[config.mk]
export PLATFORM = sky130hd
export DESIGN_NAME = gray_pos_tracker_flat
export DESIGN_NICKNAME = d
export VERILOG_FILES = /design/src/rtl/gray_pos_tracker_pkg.sv /design/src/rtl/gray_pos_tracker_if.sv /design/src/rtl/gray_pos_tracker_gray_to_bin.sv /design/src/rtl/gray_pos_tracker.sv /design/src/flat_wrapper.sv
export SDC_FILE = /design/constraint.sdc
export NUM_CORES = 1
export LEC_CHECK = 0
export ABC_AREA = 1
export ABC_CLOCK_PERIOD_IN_PS = 4200
export BUFFER_PORTS_ARGS = -buffer_cell sky130_fd_sc_hd__buf_2
export CELL_PAD_IN_SITES_DETAIL_PLACEMENT = 0
export CELL_PAD_IN_SITES_GLOBAL_PLACEMENT = 1
export CORE_MARGIN = 1.5
export CORE_UTILIZATION = 40
export CTS_BUF_LIST = sky130_fd_sc_hd__clkbuf_2
export DETAILED_ROUTE_END_ITERATION = 6
export PLACE_DENSITY_LB_ADDON = 0.1
export SLEW_MARGIN = 20
export SYNTH_ARGS = -nofsm -noshare
export SYNTH_HDL_FRONTEND = slang
export SYNTH_SLANG_ARGS = --single-unit
export TNS_END_PERCENT = 10
[constraint.sdc]
create_clock -name clk -period 4.2 [get_ports clk]
set_input_delay 0 -clock clk [delete_from_list [all_inputs] [get_ports clk]]
set_output_delay 0 -clock clk [all_outputs]
set_load 0.05 [all_outputs]
[src/rtl/gray_pos_tracker_pkg.sv]
// Shared Gray-code definitions: tracker states, step-direction codes and a
// width-generic Gray-to-binary decoder usable by any Gray consumer.
package gray_pkg;

    typedef enum logic [1:0] {
        UNLOCKED = 2'd0,
        LOCKED   = 2'd1,
        FAULT    = 2'd2
    } tracker_state_e;

    localparam logic [1:0] DIR_HOLD = 2'b00;
    localparam logic [1:0] DIR_UP   = 2'b01;
    localparam logic [1:0] DIR_DOWN = 2'b10;

    localparam int GRAY_MAX_W = 32;

    // Callers zero-extend narrower codes; leading zeros decode to zeros.
    function automatic logic [GRAY_MAX_W-1:0] gray2bin(input logic [GRAY_MAX_W-1:0] g);
        logic [GRAY_MAX_W-1:0] b;
        b[GRAY_MAX_W-1] = g[GRAY_MAX_W-1];
        for (int i = GRAY_MAX_W - 2; i >= 0; i--) begin
            b[i] = b[i+1] ^ g[i];
        end
        return b;
    endfunction

endpackage

[src/rtl/gray_pos_tracker_if.sv]
// Sample-in / record-out handshake bundle of the Gray position tracker.
interface gray_pos_tracker_if #(
    parameter int WIDTH     = 4,
    parameter int REV_WIDTH = 8
);
    logic                 clear;
    logic                 in_valid;
    logic                 in_ready;
    logic [WIDTH-1:0]     in_gray;
    logic                 out_valid;
    logic                 out_ready;
    logic [WIDTH-1:0]     out_bin;
    logic [1:0]           out_dir;
    logic [REV_WIDTH-1:0] out_rev;
    logic                 out_err;

    modport master (
        output clear, in_valid, in_gray, out_ready,
        input  in_ready, out_valid, out_bin, out_dir, out_rev, out_err
    );

    modport slave (
        input  clear, in_valid, in_gray, out_ready,
        output in_ready, out_valid, out_bin, out_dir, out_rev, out_err
    );
endinterface

[src/rtl/gray_pos_tracker_gray_to_bin.sv]
// Combinational Gray-to-binary decoder for a WIDTH-bit code.
module gray_to_bin
    import gray_pkg::*;
#(
    parameter int WIDTH = 4
) (
    input  logic [WIDTH-1:0] gray,
    output logic [WIDTH-1:0] bin
);
    assign bin = WIDTH'(gray2bin(GRAY_MAX_W'(gray)));
endmodule

[src/rtl/gray_pos_tracker.sv]
// Decodes Gray position samples, classifies each step, counts revolutions and
// latches illegal jumps into a sticky fault until cleared.
module gray_pos_tracker
    import gray_pkg::*;
#(
    parameter int WIDTH     = 4,
    parameter int REV_WIDTH = 8
) (
    input  logic                clk,
    input  logic                rst,
    gray_pos_tracker_if.slave   bus
);
    localparam logic [WIDTH-1:0] ALL_ONES = '1;
    localparam logic [WIDTH-1:0] ONE      = WIDTH'(1);

    tracker_state_e       state, state_next;
    logic [WIDTH-1:0]     new_bin, prev_bin, delta;
    logic [REV_WIDTH-1:0] rev, rev_next;
    logic [1:0]           dir_next;
    logic                 err_next;
    logic                 accept;
    logic                 out_valid_q;
    logic [WIDTH-1:0]     out_bin_q;
    logic [1:0]           out_dir_q;
    logic [REV_WIDTH-1:0] out_rev_q;
    logic                 out_err_q;

    gray_to_bin #(.WIDTH(WIDTH)) u_dec (
        .gray (bus.in_gray),
        .bin  (new_bin)
    );

    // clear blocks acceptance so a re-arm never coincides with a sample.
    assign bus.in_ready = !bus.clear && (!out_valid_q || bus.out_ready);
    assign accept       = bus.in_valid && bus.in_ready;
    assign delta        = new_bin - prev_bin;

    always_comb begin
        state_next = state;
        rev_next   = rev;
        dir_next   = DIR_HOLD;
        err_next   = 1'b0;
        case (state)
            UNLOCKED: begin
                if (accept) state_next = LOCKED;
            end
            LOCKED: begin
                if (accept) begin
                    if (delta == '0) begin
                        dir_next = DIR_HOLD;
                    end else if (delta == ONE) begin
                        dir_next = DIR_UP;
                        if (new_bin == '0) rev_next = rev + REV_WIDTH'(1);
                    end else if (delta == ALL_ONES) begin
                        dir_next = DIR_DOWN;
                        if (new_bin == ALL_ONES) rev_next = rev - REV_WIDTH'(1);
                    end else begin
                        err_next   = 1'b1;
                        state_next = FAULT;
                    end
                end
            end
            FAULT: begin
                err_next = 1'b1;
            end
            default: state_next = UNLOCKED;
        endcase
        if (bus.clear) begin
            state_next = UNLOCKED;
            rev_next   = '0;
        end
    end

    // Output record holds its contents after retirement; only out_valid drops.
    always_ff @(posedge clk) begin
        if (rst) begin
            state       <= UNLOCKED;
            rev         <= '0;
            prev_bin    <= '0;
            out_valid_q <= 1'b0;
            out_bin_q   <= '0;
            out_dir_q   <= DIR_HOLD;
            out_rev_q   <= '0;
            out_err_q   <= 1'b0;
        end else begin
            state <= state_next;
            rev   <= rev_next;
            if (accept) begin
                prev_bin    <= new_bin;
                out_valid_q <= 1'b1;
                out_bin_q   <= new_bin;
                out_dir_q   <= dir_next;
                out_rev_q   <= rev_next;
                out_err_q   <= err_next;
            end else if (bus.out_ready) begin
                out_valid_q <= 1'b0;
            end
        end
    end

    assign bus.out_valid = out_valid_q;
    assign bus.out_bin   = out_bin_q;
    assign bus.out_dir   = out_dir_q;
    assign bus.out_rev   = out_rev_q;
    assign bus.out_err   = out_err_q;
endmodule

[src/flat_wrapper.sv]
// flat-port wrapper written by rule: the top's interface ports become plain ports
module gray_pos_tracker_flat import gray_pkg::*;
#(
    parameter int WIDTH     = 4,
    parameter int REV_WIDTH = 8
)
  (clk, rst, bus_clear, bus_in_valid, bus_in_gray, bus_out_ready, bus_in_ready, bus_out_valid, bus_out_bin, bus_out_dir, bus_out_rev, bus_out_err);
  gray_pos_tracker_if #(.WIDTH(WIDTH), .REV_WIDTH(REV_WIDTH)) bus_i ();
  input  logic clk;
  input  logic rst;
  input wire logic [$bits(bus_i.clear)-1:0] bus_clear;
  input wire logic [$bits(bus_i.in_valid)-1:0] bus_in_valid;
  input wire logic [$bits(bus_i.in_gray)-1:0] bus_in_gray;
  input wire logic [$bits(bus_i.out_ready)-1:0] bus_out_ready;
  output wire logic [$bits(bus_i.in_ready)-1:0] bus_in_ready;
  output wire logic [$bits(bus_i.out_valid)-1:0] bus_out_valid;
  output wire logic [$bits(bus_i.out_bin)-1:0] bus_out_bin;
  output wire logic [$bits(bus_i.out_dir)-1:0] bus_out_dir;
  output wire logic [$bits(bus_i.out_rev)-1:0] bus_out_rev;
  output wire logic [$bits(bus_i.out_err)-1:0] bus_out_err;
  assign bus_i.clear = bus_clear;
  assign bus_i.in_valid = bus_in_valid;
  assign bus_i.in_gray = bus_in_gray;
  assign bus_i.out_ready = bus_out_ready;
  assign bus_in_ready = bus_i.in_ready;
  assign bus_out_valid = bus_i.out_valid;
  assign bus_out_bin = bus_i.out_bin;
  assign bus_out_dir = bus_i.out_dir;
  assign bus_out_rev = bus_i.out_rev;
  assign bus_out_err = bus_i.out_err;
  gray_pos_tracker #(.WIDTH(WIDTH), .REV_WIDTH(REV_WIDTH)) u_core (.clk(clk), .rst(rst), .bus(bus_i));
endmodule
======== Yosys cells after proc, flatten, opt, wreduce, memory -nomap -nowiden ========
Cells that the tools add are included.
operators by class
  bitwise logic cells ..................... 4
  div/mod/pow operators ................... 0
  eq/ne operators ......................... 10
  multiplexer cells ....................... 24
  add/sub/neg operators ................... 3
  multipliers ............................. 0
  magnitude comparators ................... 0
  shift operators ......................... 0
  reduce and logical (&&, ||, !) cells .... 11
operators by type and width
  kind                                                                     count
  8-bit 2-to-1 mux                                                         8
  2-bit 2-to-1 mux                                                         9
  8-bit by 1-bit adder with 8-bit output, second input constant            1
  4-bit equality test, second input constant                               2
  4-bit logical NOT                                                        2
  8-bit by 1-bit subtractor with 8-bit output, second input constant       1
  2-bit inequality test, second input constant                             3
  2-bit case mux with 3 select lines                                       1
  6-bit AND reduction                                                      1
  1-bit 2-to-1 mux                                                         5
  4-bit by 1-bit equality test with 1-bit output, second input constant    1
  2-bit by 1-bit inequality test with 1-bit output, second input constant  2
  4-bit subtractor                                                         1
  1-bit XOR                                                                3
  2-bit by 1-bit equality test with 1-bit output, second input constant    1
  2-bit equality test, second input constant                               1
  1-bit logical AND                                                        2
  1-bit logical NOT                                                        2
  2-bit logical NOT                                                        1
  1-bit case mux with 2 select lines                                       1
  2-bit nonzero test                                                       1
  2-bit OR reduction                                                       1
  1-bit logical OR                                                         1
  1-bit inverter                                                           1
storage, ports and cells
  output and inout bits ................... 17
  bits in writable memories ............... 0
  bits in registers ....................... 26
  word-level logic and storage cells ...... 59
  memory bits (read-only) ................. 0
  latch bits .............................. 0
  memories kept ........................... 0
  input bits .............................. 9

======== Logic depth before layout (Yosys ltp) ========
Gate-level depths: netlist of run 1.
  depth after elaboration ................. 11
  gate-level depth with buffers ........... 19

======== By module ========
Synthesis of run 1 repeated with hierarchy kept, for this count alone.
second synthesis, totals
  cells, all modules ...................... 249
  area total of the unflattened synthesis .. 1,662.8 µm²
modules (own cells, without submodules)
  module            cells each  area an instance (µm²)  times used  sequential area each (µm²)
  gray_pos_tracker  231         1,569.0                 1           520.5
  gray_to_bin       18          93.8                    1           0.0

======== Worst setup path after synthesis of run 1 ========
Ideal clock, no wire load.
  path kind ............................... in2reg
  start ................................... input bus_in_gray[2]
  end ..................................... register u_core.out_rev_q[1], in the netlist u_core.bus.out_rev[1]
  library setup time ...................... 0.109 ns
  slack ................................... 1.241 ns
  path buffers ............................ 0
  data arrival time ....................... 2.850 ns
  stages on the path ...................... 16
  cell sequence ........................... inv_1 > ha_1 > xnor2_1 > inv_1 > ha_1 > ha_1 > fa_1 > or2_2 > nor2_1 > nand3_1 > nand2_2 > inv_2 > o21ai_0 > nand3_1 > nand2_1 > inv_1
between the ends
  cells in the longest elaborated chain, start to end .. 11
  elaborated cells between the ends (all ways) .. 17
  those cells by class .................... add/sub: 1; eq/ne: 3; mux: 8; bitwise: 3; reduce/logical: 2
RTL lines
  element                                                         line                                            RTL
  start: declaration                                              flat_wrapper.sv:13                              input wire logic [$bits(bus_i.in_gray)-1:0] bus_in_gray;
  1-bit XOR (*)                                                   gray_pos_tracker_pkg.sv:22                      b[i] = b[i+1] ^ g[i];
  named net u_core.new_bin[2]                                     gray_pos_tracker.sv:17                          logic [WIDTH-1:0] new_bin, prev_bin, delta;
  1-bit XOR (*)                                                   gray_pos_tracker_pkg.sv:22
  named net u_core.new_bin[1]                                     gray_pos_tracker.sv:17
  1-bit XOR                                                       gray_pos_tracker_pkg.sv:22
  4-bit subtractor / 4-bit equality test (equally long branches)  gray_pos_tracker.sv:36, gray_pos_tracker.sv:56
  4-bit equality test / 8-bit 2-to-1 mux (equally long branches)  gray_pos_tracker.sv:54, gray_pos_tracker.sv:56
  8-bit 2-to-1 mux                                                gray_pos_tracker.sv:54                          end else if (delta == ALL_ONES) begin
  8-bit 2-to-1 mux                                                gray_pos_tracker.sv:51                          end else if (delta == ONE) begin
  8-bit 2-to-1 mux (*)                                            gray_pos_tracker.sv:49                          if (delta == '0) begin
  8-bit 2-to-1 mux (*)                                            gray_pos_tracker.sv:48                          if (accept) begin
  8-bit 2-to-1 mux (*)                                            gray_pos_tracker.sv:43                          case (state)
  8-bit 2-to-1 mux (*)                                            gray_pos_tracker.sv:68                          if (bus.clear) begin
  end signal: assignment                                          gray_pos_tracker.sv:93                          out_rev_q <= rev_next;
  end: declaration                                                gray_pos_tracker.sv:25                          logic [REV_WIDTH-1:0] out_rev_q;
Mark *: on every way through the listed nets, which the timed path passes. The rest lies on a longest branch.
A chain may end at the register's enable or synchronous reset.

======== Final worst setup path of run 1 ========
  start ................................... input bus_in_gray[3]
  end ..................................... register u_core.out_rev_q[1], in the netlist u_core.bus.out_rev[1]
The elaborated chain is that of the path after synthesis.

==> reports/qor.csv, run 1 <==
metric;value;unit
timing.final.crit_share;85.6;%
outcome;finished, final reports clean;
clk_latency;360;ps
rsz0062_at_grt;no;
power.density;289;nW/um2
final_common_cell;nand2_1;
yosysSeqAreaShare;31.6;%
diodes;0;
p_leak;0.937;nW
synth_top_cell_area_share;31.6;%
required;4510;ps
syn_to_final_growth;13.7;%
layout_min_cycle_time;3590;ps
cts_resized;0;
skew;3.09;ps
portBuffers;25;
min_path_cells;6;
wl_per_cell;11.9;um
syn_avg_cell_area;6.78;um2
antenna_found_initial;0;
synth_area_leader_cell;dfxtp_1;
cts-root-buf;clkbuf_2;
finish.utilization;47.2;%
crit_type;input port to flop;
core;3970;um2
gr-total-overflow;0;
cts_tree;built;
ys_ff_latch;26;
grt_first_pass_wirelength;6810;um
totalPowerFinal;0.541;mW
synthCells;243;
viasPerCell;4.93;
maxSlewViolCount;0;
die-area;4510;um2
hpwl;3030;um
layout_common_cells;nand2_1, inv_1, dfxtp_1;
start_util;41.5;%
hold_path_class;input port to flop;
drive_above_1_share;15.8;%
synth_nets;265;
clock.fmax;278;MHz
whs;18.1;ps
drc;0;
io_pins;26;
clockBufferDepth;2;
worst_slack;606;ps
vias;1587;
synth_area_leaders;dfxtp_1, nand2_1, ha_1;
reg2reg_depth;11;
worstPathMaxFanout;5;
htree_levels;1;
drt_iter0_markers;109;
die_w;67.2;um
die_h;67.2;um
setup_viol;0;
num-fill-cells;453;
cts_buffers;3;
hold_violations;0;
synth_warnings;0;
max-vdd-ir-drop;0.142;mV
synth.cell_area;1650;um2
drtPass1Iterations;4;
endpoint_kind;flop;
dpl_worst_slack;765;ps
antenna_left;0;
cp.arrival;3900;ps
track_usage;19.7;%
drt-total-wl;3840;um
tns;0;ps
place_congestion;0.871;
clk_pin_slew_worst_paths;240;ps
maxCapViolations;0;
slew_headroom;53.4;%
grt_pass1_vias;1524;
final_nets;295;
synth_cell_types;28;
tightest_slew;698;ps
critPathLaunchType;input port;
clock_sinks;26;
placementRows;23;
grt_max_degree;26;
per-stage QoR:
stage               std cells  cell area, um2
floorplan                 243            1650
detailed placement        315            1820
global placement          315            1820
global route              322            1870
finish                    322            1870
CTS                       322            1870
layer usage:
layer	up-vias	global-route usage [%]	wire length [um]
met2	30	29.8	1610
met1	707	28.9	2050
met3	5	3.00	130
met4	0	5.61	50
li1	845	-	-
met5	-	0	0
worst max-delay path, cell delays in order:
cell and delay (ps):
dlygate4sd3_1 530, buf_2 140, inv_1 70, ha_1 320
xnor2_1 380, inv_1 130, ha_1 310, ha_1 210
fa_1 470, or2_2 310, nor2_1 280, nand3_1 180
nand2_2 90, inv_2 50, o21ai_0 210, nand3_1 110
nand2_1 80, inv_1 30
final cells by class:
class	instances	area, um2	share of cell area [%]
well taps	50	62.6	3.34
clock buffers	3	15.0	0.802
multi-input cells	174	963	51.4
inverters	40	153	8.15
clock inverters	1	3.75	0.200
flip-flops and latches	26	520	27.8
repair buffers	28	155	8.28
flip-flops by register name (all words and copies together), names as in the netlist:
name and cells:
u_core.bus.out_rev 8, u_core.rev 8, u_core.prev_bin 4, u_core.bus.out_dir 2
u_core.state 2, u_core.bus.out_err 1, u_core.bus.out_valid 1
repair_timing:
action                                  in CTS  in global routing
hold endpoints to repair                     5                  0
endpoints found under the setup margin       0                  0
setup buffers                                0                  0
hold buffers                                 3                  0
cell families after synthesis:
family / Yosys count / synth area share, %
and+or+nand+nor: 121 / 34.5
buffers and inverters: 43 / 9.95
AOI/OAI and AO/OA: 38 / 12.1
DFF: 26 / 31.6
adders and majority gates: 13 / 10.3
xor gates and xnor gates: 2 / 1.52
report_power, final:
| part | internal (mW) | switching (mW) |
|---|---|---|
| combinational | 0.0516 | 0.130 |
| clock | 0.0207 | 0.0767 |
| sequential | 0.257 | 0.00559 |
| total | 0.329 | 0.212 |
path summary, 6_finish.rpt:
kind	start	to	slack (ps)
worst min register to register	u_core.bus.out_dir[1]	u_core.bus.out_dir[1]	480
worst max register to register	u_core.prev_bin[0]	u_core.bus.out_rev[1]	1720
worst min-delay path	bus_out_ready	u_core.bus.out_valid	20
worst max-delay path	bus_in_gray[3]	u_core.bus.out_rev[1]	610
cells in the mapped netlist (all sizes together):
| library cell | count |
|---|---|
| xor2 | 1 |
| nand3 | 21 |
| nand2 | 65 |
| inv | 39 |
| xnor2 | 1 |
| ha | 12 |
| buf | 1 |
| and2 | 1 |
| nor3 | 2 |
| fa | 1 |
| clkinv | 1 |
| nand4 | 12 |
| clkbuf | 2 |
| o21a | 1 |
| or2 | 1 |
| a21oi | 20 |
| o21ai | 17 |
| dfxtp | 26 |
| nor2 | 19 |
Power figures use the tool's default switching activity.
==> inputs of run 2 (changes only) <==
Settings changed: ABC_AREA 1 to unset.
==> run 2 against run 1 <==
- sequential share of layout area shrank 0.20 points
- synthesized cell count shrank 20%
- critical endpoint is now u_core.bus.out_rev[6]
- worst setup slack lost 240 ps
- worst hold slack gained 59 ps
- core utilization grew 3.2 points
- first-iteration DRC count shrank 29%
- global-route usage shrank 0.48 points
- wire length grew 3.3%
==> reports/qor.csv, run 2 <==
metric;value;unit;change
drt_iter0_markers;77;;-29%
synth_cell_types;38;;+36%
synth_area_leader_cell;dfxtp_1;;
synthXorXnorAreaFrac;5.96;%;+4.4 points
cts_tree;built;;
place_congestion;0.888;;+1.9%
cts_setup_buffers;0;;unchanged
synth_top_cell_area_share;32.6;%;+1.0 points
rsz0062_at_grt;no;;
io_pins;26;;unchanged
final_common_cell;nor2_1;;
timing.rr.start;u_core.prev_bin[0];;
start_util;42.6;%;+1.2 points
track_usage;19.2;%;-0.48 points
syn_to_final_growth;18.2;%;
final_nets;250;;-15%
crit_type;input port to flop;;
startpoint;bus_in_gray[3];;
met1_usage;23.1;%;-5.8 points
vias;1503;;-5.3%
drt-total-wl;3970;um;+3.3%
grt_max_degree;25;;-3.8%
placementRows;22;;-4.3%
wl_per_cell;14.4;um;+21%
layout_min_cycle_time;3840;ps;+244 ps
ys_ff_latch;26;;unchanged
maxCapViolations;0;;unchanged
use_met3;4.09;%;+1.1 points
grt_first_pass_wirelength;6460;um;-5.2%
synth_top_family_by_area;simple AND/OR/NAND/NOR gates;;
synth_nets;217;;-18%
synth_most_common_cell;nor2_1;;
timing.final.crit_share;91.4;%;+5.8 points
drtPass1Iterations;4;;unchanged
worstReg2RegEnd;u_core.bus.out_rev[6];;
worstPathMaxFanout;6;;+1
antenna_found_initial;0;;unchanged
die_w;66.2;um;-1.5%
endpoint;u_core.bus.out_rev[6];;
grt.met2_usage;35.3;%;+5.4 points
ys_async_sr_fraction;0;%;unchanged
diodes;0;;unchanged
tightest_slew;731;ps;+32.9 ps
setup_viol;0;;unchanged
r2r_setup_slack;1280;ps;-440 ps
clk_pin_slew_worst_paths;270;ps;+30 ps
drive_above_1_share;17.6;%;+1.8 points
synthSimpleGateAreaFrac;26.6;%;-7.8 points
cts-root-buf;clkbuf_2;;
drc;0;;unchanged
synth_edf_count;0;;unchanged
synth_area_leaders;dfxtp_1, ha_1, nor2_1;;
portBuffers;25;;unchanged
pwr-share-comb;29.6;%;-4.0 points
endpoint_kind;flop;;
hold_path_class;input port to flop;;
maxSlewViolCount;0;;unchanged
ys.flop_type;dfxtp_1;;
skew;31.4;ps;+28.3 ps
die_h;66.2;um;-1.5%
synth_warnings;0;;unchanged
pwr-share-clk;26.5;%;+8.5 points
synthTopCellsByCount;nor2_1, dfxtp_1, a21oi_1, ha_1, nand2_1;;
yosysSeqAreaShare;32.6;%;+1.0 points
grt_pass1_vias;1407;;-7.7%
reg2reg_depth;8;;-3
synth_adder_area_share;10.7;%;+0.33 points
cts_buffers;3;;unchanged
p_sw_share;33.1;%;-6.2 points
synthCells;195;;-20%
hold_violations;0;;unchanged
power.density;316;nW/um2;+9.2%
clock.fmax;261;MHz;-6.4%
whs;76.7;ps;+58.6 ps
cp.arrival;4150;ps;+250 ps
clk_latency;360;ps;about the same
p_switching;0.197;mW;-7.3%
clockBufferDepth;2;;unchanged
intPower;0.398;mW;+21%
layout_common_cells;nor2_1, dfxtp_1, buf_2;;
gr-total-overflow;0;;unchanged
hpwl;3060;um;+0.92%
synth_compound_area_share;18.3;%;+6.1 points
required;4510;ps;about the same
grt.busiest_layer;met2;;
htree_levels;1;;unchanged
max-vdd-ir-drop;0.251;mV;+77%
clock_sinks;26;;unchanged
tns;0;ps;unchanged
viasPerCell;5.47;;+11%
synth_mux_area_share;1.57;%;+1.6 points
synth.cell_area;1600;um2;-3.1%
pwr-share-seq;43.8;%;-4.6 points
slew_headroom;50.0;%;-3.4 points
antenna_left;0;;unchanged
die-area;4380;um2;-3.0%
p_leak;0.787;nW;-16%
core;3740;um2;-5.7%
critPathLaunchType;input port;;
outcome;finished, final reports clean;;
syn_avg_cell_area;8.19;um2;+21%
run 2: final cells by class:
class | instances | area, um2
Timing Repair Buffer | 35 | 213
Clock inverter | 1 | 30.0
Fill cell | 362 | 1860
Sequential cell | 26 | 520
Tap cell | 48 | 60.1
Clock buffer | 3 | 15.0
Inverter | 11 | 41.3
Multi-Input combinational cell | 151 | 1010
run 2: worst max-delay path, stage by stage:
cell,delay (ps)
dlygate4sd3_1,520
buf_2,160
inv_1,50
ha_1,320
xnor2_1,200
inv_1,90
ha_1,300
ha_1,230
fa_1,420
xor2_2,230
nand2b_1,250
a2111oi_0,700
o22ai_1,250
xor2_1,210
a211oi_1,230
run 2: worst min path at each step:
stage / endpoint / startpoint / depth (start not counted) / slack [ps]
global placement: u_core.prev_bin[3] / bus_in_gray[3] / 3 / 310
global route: u_core.prev_bin[1] / bus_in_gray[1] / 4 / 50
detailed placement: u_core.prev_bin[3] / bus_in_gray[3] / 3 / 330
floorplan: u_core.prev_bin[3] / bus_in_gray[3] / 2 / 140
CTS: u_core.rev[5] / bus_clear / 3 / 20
finish: u_core.prev_bin[1] / bus_in_gray[1] / 4 / 80
run 2: cells by family after synthesis:
logic type	Yosys count
AOI/OAI and AO/OA	44
and+or+nand+nor	82
xor gates and xnor gates	10
adders and majority gates	13
muxes	2
DFF	26
buffers and inverters	18
run 2: power groups by stage:
stage | logic, mW | registers, mW | clock network [mW]
2_1_floorplan | 0.105 | 0.292 | 0
3_3_place_gp | 0.169 | 0.266 | 0
3_5_place_dp | 0.171 | 0.266 | 0
4_1_cts | 0.175 | 0.261 | 0.161
5_1_grt | 0.193 | 0.262 | 0.174
6_report | 0.176 | 0.261 | 0.158
run 2: per-layer routing:
metal	vias to the layer above	routed length, um
met3	6	141
li1	767	-
met4	0	49
met5	-	0
met2	29	1990
met1	701	1780
run 2: metrics by stage:
stage	instances	utilization, %	cell area [um2]	total power [mW]	setup WS [ps]
after floorplan	195	-	1600	0.397	671
after global placement	266	47.9	1790	0.434	565
after detailed placement	266	47.9	1790	0.437	529
after CTS	274	50.1	1880	0.597	409
after global routing	275	50.4	1890	0.629	274
final	275	50.4	1890	0.595	362
run 2: timing repair:
item,in CTS,in global routing
resized for setup,0,0
hold buffers,4,1
endpoints found under the hold margin,9,2
setup endpoints to repair,0,0
==> inputs of run 3 (changes only) <==
Settings changed: ABC_CLOCK_PERIOD_IN_PS 4200 to 3450, CORE_UTILIZATION 40 to 39.
Clock period 4.2 ns to 3.45 ns, I/O delays scaled along.
==> run 3 against run 2 <==
- critical path depth stayed put
- critical path type unchanged
- global-route usage fell by 0.55 points
- sequential share of layout area down 0.71 points
- highest routed layer unchanged
==> reports/qor.csv, run 3 (same netlist as run 2, synthesis figures left out) <==
metric;value;unit;change
worstPathMaxFanout;6;;unchanged
final_nets;256;;+2.4%
clockBufferDepth;2;;unchanged
grt_pass1_vias;1438;;+2.2%
whs;44.5;ps;-32.2 ps
cts_tree;built;;
core;3970;um2;+6.1%
die_h;67.0;um;+1.2%
fin_cells;283;;+2.9%
rsz0062_at_grt;no;;
io_pins;26;;unchanged
drt-total-wl;3930;um;-0.86%
num-fill-cells;410;;+13%
track_usage;18.7;%;-0.55 points
pwr-share-seq;43.2;%;-0.6 points
maxSlewViolCount;0;;unchanged
crit_type;input port to flop;;
timing.final.crit_share;89.3;%;
clock.fmax;325;MHz;
htree_levels;1;;unchanged
portBuffers;25;;unchanged
outcome;finished, final reports clean;;
viasPerCell;5.41;;-1.1%
antenna_found_initial;0;;unchanged
placementRows;23;;+4.5%
tns;0;ps;unchanged
start_util;40.2;%;-2.4 points
antenna_left;0;;unchanged
maxCapViolations;0;;unchanged
diodes;0;;unchanged
hold_path_class;input port to flop;;
clk_latency;350;ps;about the same
grt_max_degree;19;;-24%
die-area;4490;um2;+2.4%
dp.cells;276;;+3.8%
skew;15.7;ps;-15.7 ps
p_switching;0.240;mW;+22%
max-vdd-ir-drop;0.242;mV;-3.5%
drtPass1Iterations;4;;unchanged
cts-root-buf;clkbuf_2;;
layout_common_cells;nor2_1, dfxtp_1, buf_2;;
final_common_cell;nor2_1;;
grt_first_pass_wirelength;6380;um;-1.3%
drt_iter0_markers;61;;-21%
cts_buffers;3;;unchanged
slew_headroom;53.5;%;+3.5 points
hpwl;3160;um;+3.2%
power.density;379;nW/um2;+20%
p_leak;0.821;nW;+4.3%
syn_to_final_growth;21.3;%;
required;3740;ps;-770 ps
layout_min_cycle_time;3080;ps;
gr-total-overflow;0;;unchanged
p_sw_share;32.7;%;-0.41 points
cp.arrival;3370;ps;-780 ps
vias;1530;;+1.8%
tightest_slew;695;ps;-35.8 ps
wl_per_cell;13.9;um;-3.7%
drive_above_1_share;21.0;%;+3.4 points
drc;0;;unchanged
clock_sinks;26;;unchanged
intPower;0.494;mW;+24%
finish.utilization;48.8;%;-1.6 points
critPathLaunchType;input port;;
setup_viol;0;;unchanged
hold_violations;0;;unchanged
die_w;67.0;um;+1.2%
pwr-share-comb;30.9;%;+1.3 points
clk_pin_slew_worst_paths;250;ps;-20 ps
pwr-share-clk;25.9;%;-0.6 points
place_congestion;0.879;;-0.91%
endpoint_kind;flop;;
run 3: cell count changes in the layout (fill, tap and decap cells not counted), sizes merged:
cell	change
buf	+8
dlygate4sd3	-2
run 3: stage by stage:
| step | instance area (um2) | power [mW] | setup WS (ps) |
|---|---|---|---|
| final | 1940 | 0.734 | 369 |
| after global routing | 1940 | 0.776 | 171 |
| after CTS | 1930 | 0.740 | 388 |
| after detailed placement | 1860 | 0.547 | -15.4 |
| after global placement | 1860 | 0.542 | 72.7 |
| after floorplan | 1600 | 0.484 | 4.33 |
run 3: power by group through the flow:
stage | Combinational [mW] | Sequential (mW) | Clock [mW]
2_1_floorplan | 0.129 | 0.355 | 0
3_3_place_gp | 0.219 | 0.323 | 0
3_5_place_dp | 0.224 | 0.323 | 0
4_1_cts | 0.226 | 0.317 | 0.197
5_1_grt | 0.248 | 0.319 | 0.209
6_report | 0.227 | 0.317 | 0.190
run 3: timing repair:
item | 4_1_cts | 5_1_grt
buffers inserted | 0 | 0
resized for setup | 0 | 0
endpoints found under the hold margin | 2 | 1
endpoints found under the setup margin | 0 | 0
hold buffers | 2 | 1
run 3: layout make-up:
class	count	area [um2]	area share (%)
well taps	50	62.6	3.23
multi-input cells	151	1010	52.4
clock buffers	3	15.0	0.775
repair buffers	41	253	13.0
inverters	11	41.3	2.13
flip-flops and latches	26	520	26.9
clock inverters	1	30.0	1.55
run 3: worst max-delay path, stage by stage:
cell and delay, ps:
buf_2 70, inv_1 50, ha_1 330, xnor2_2 180, inv_1 80, ha_1 300, ha_1 220, fa_1 410
xor2_2 230, nand2b_1 240, a2111oi_0 430, buf_4 190, nor2_1 40, or3_1 330, a311oi_1 280
run 3: worst paths after layout:
check | startpoint | endpoint | slack [ps] | cells past startpoint
worst max register to register | u_core.prev_bin[2] | u_core.bus.out_rev[5] | 560 | 8
worst min-delay path | bus_clear | u_core.rev[7] | 40 | 3
worst min register to register | u_core.bus.out_dir[1] | u_core.bus.out_dir[1] | 490 | 2
worst max-delay path | bus_in_gray[2] | u_core.bus.out_rev[7] | 370 | 15
run 3: per-layer routing:
layer	wire length [um]	vias up	track usage, %
met1	1760	703	21.9
met5	0	-	0
li1	-	778	-
met2	1960	43	33.4
met3	157	6	4.05
met4	63	0	6.12
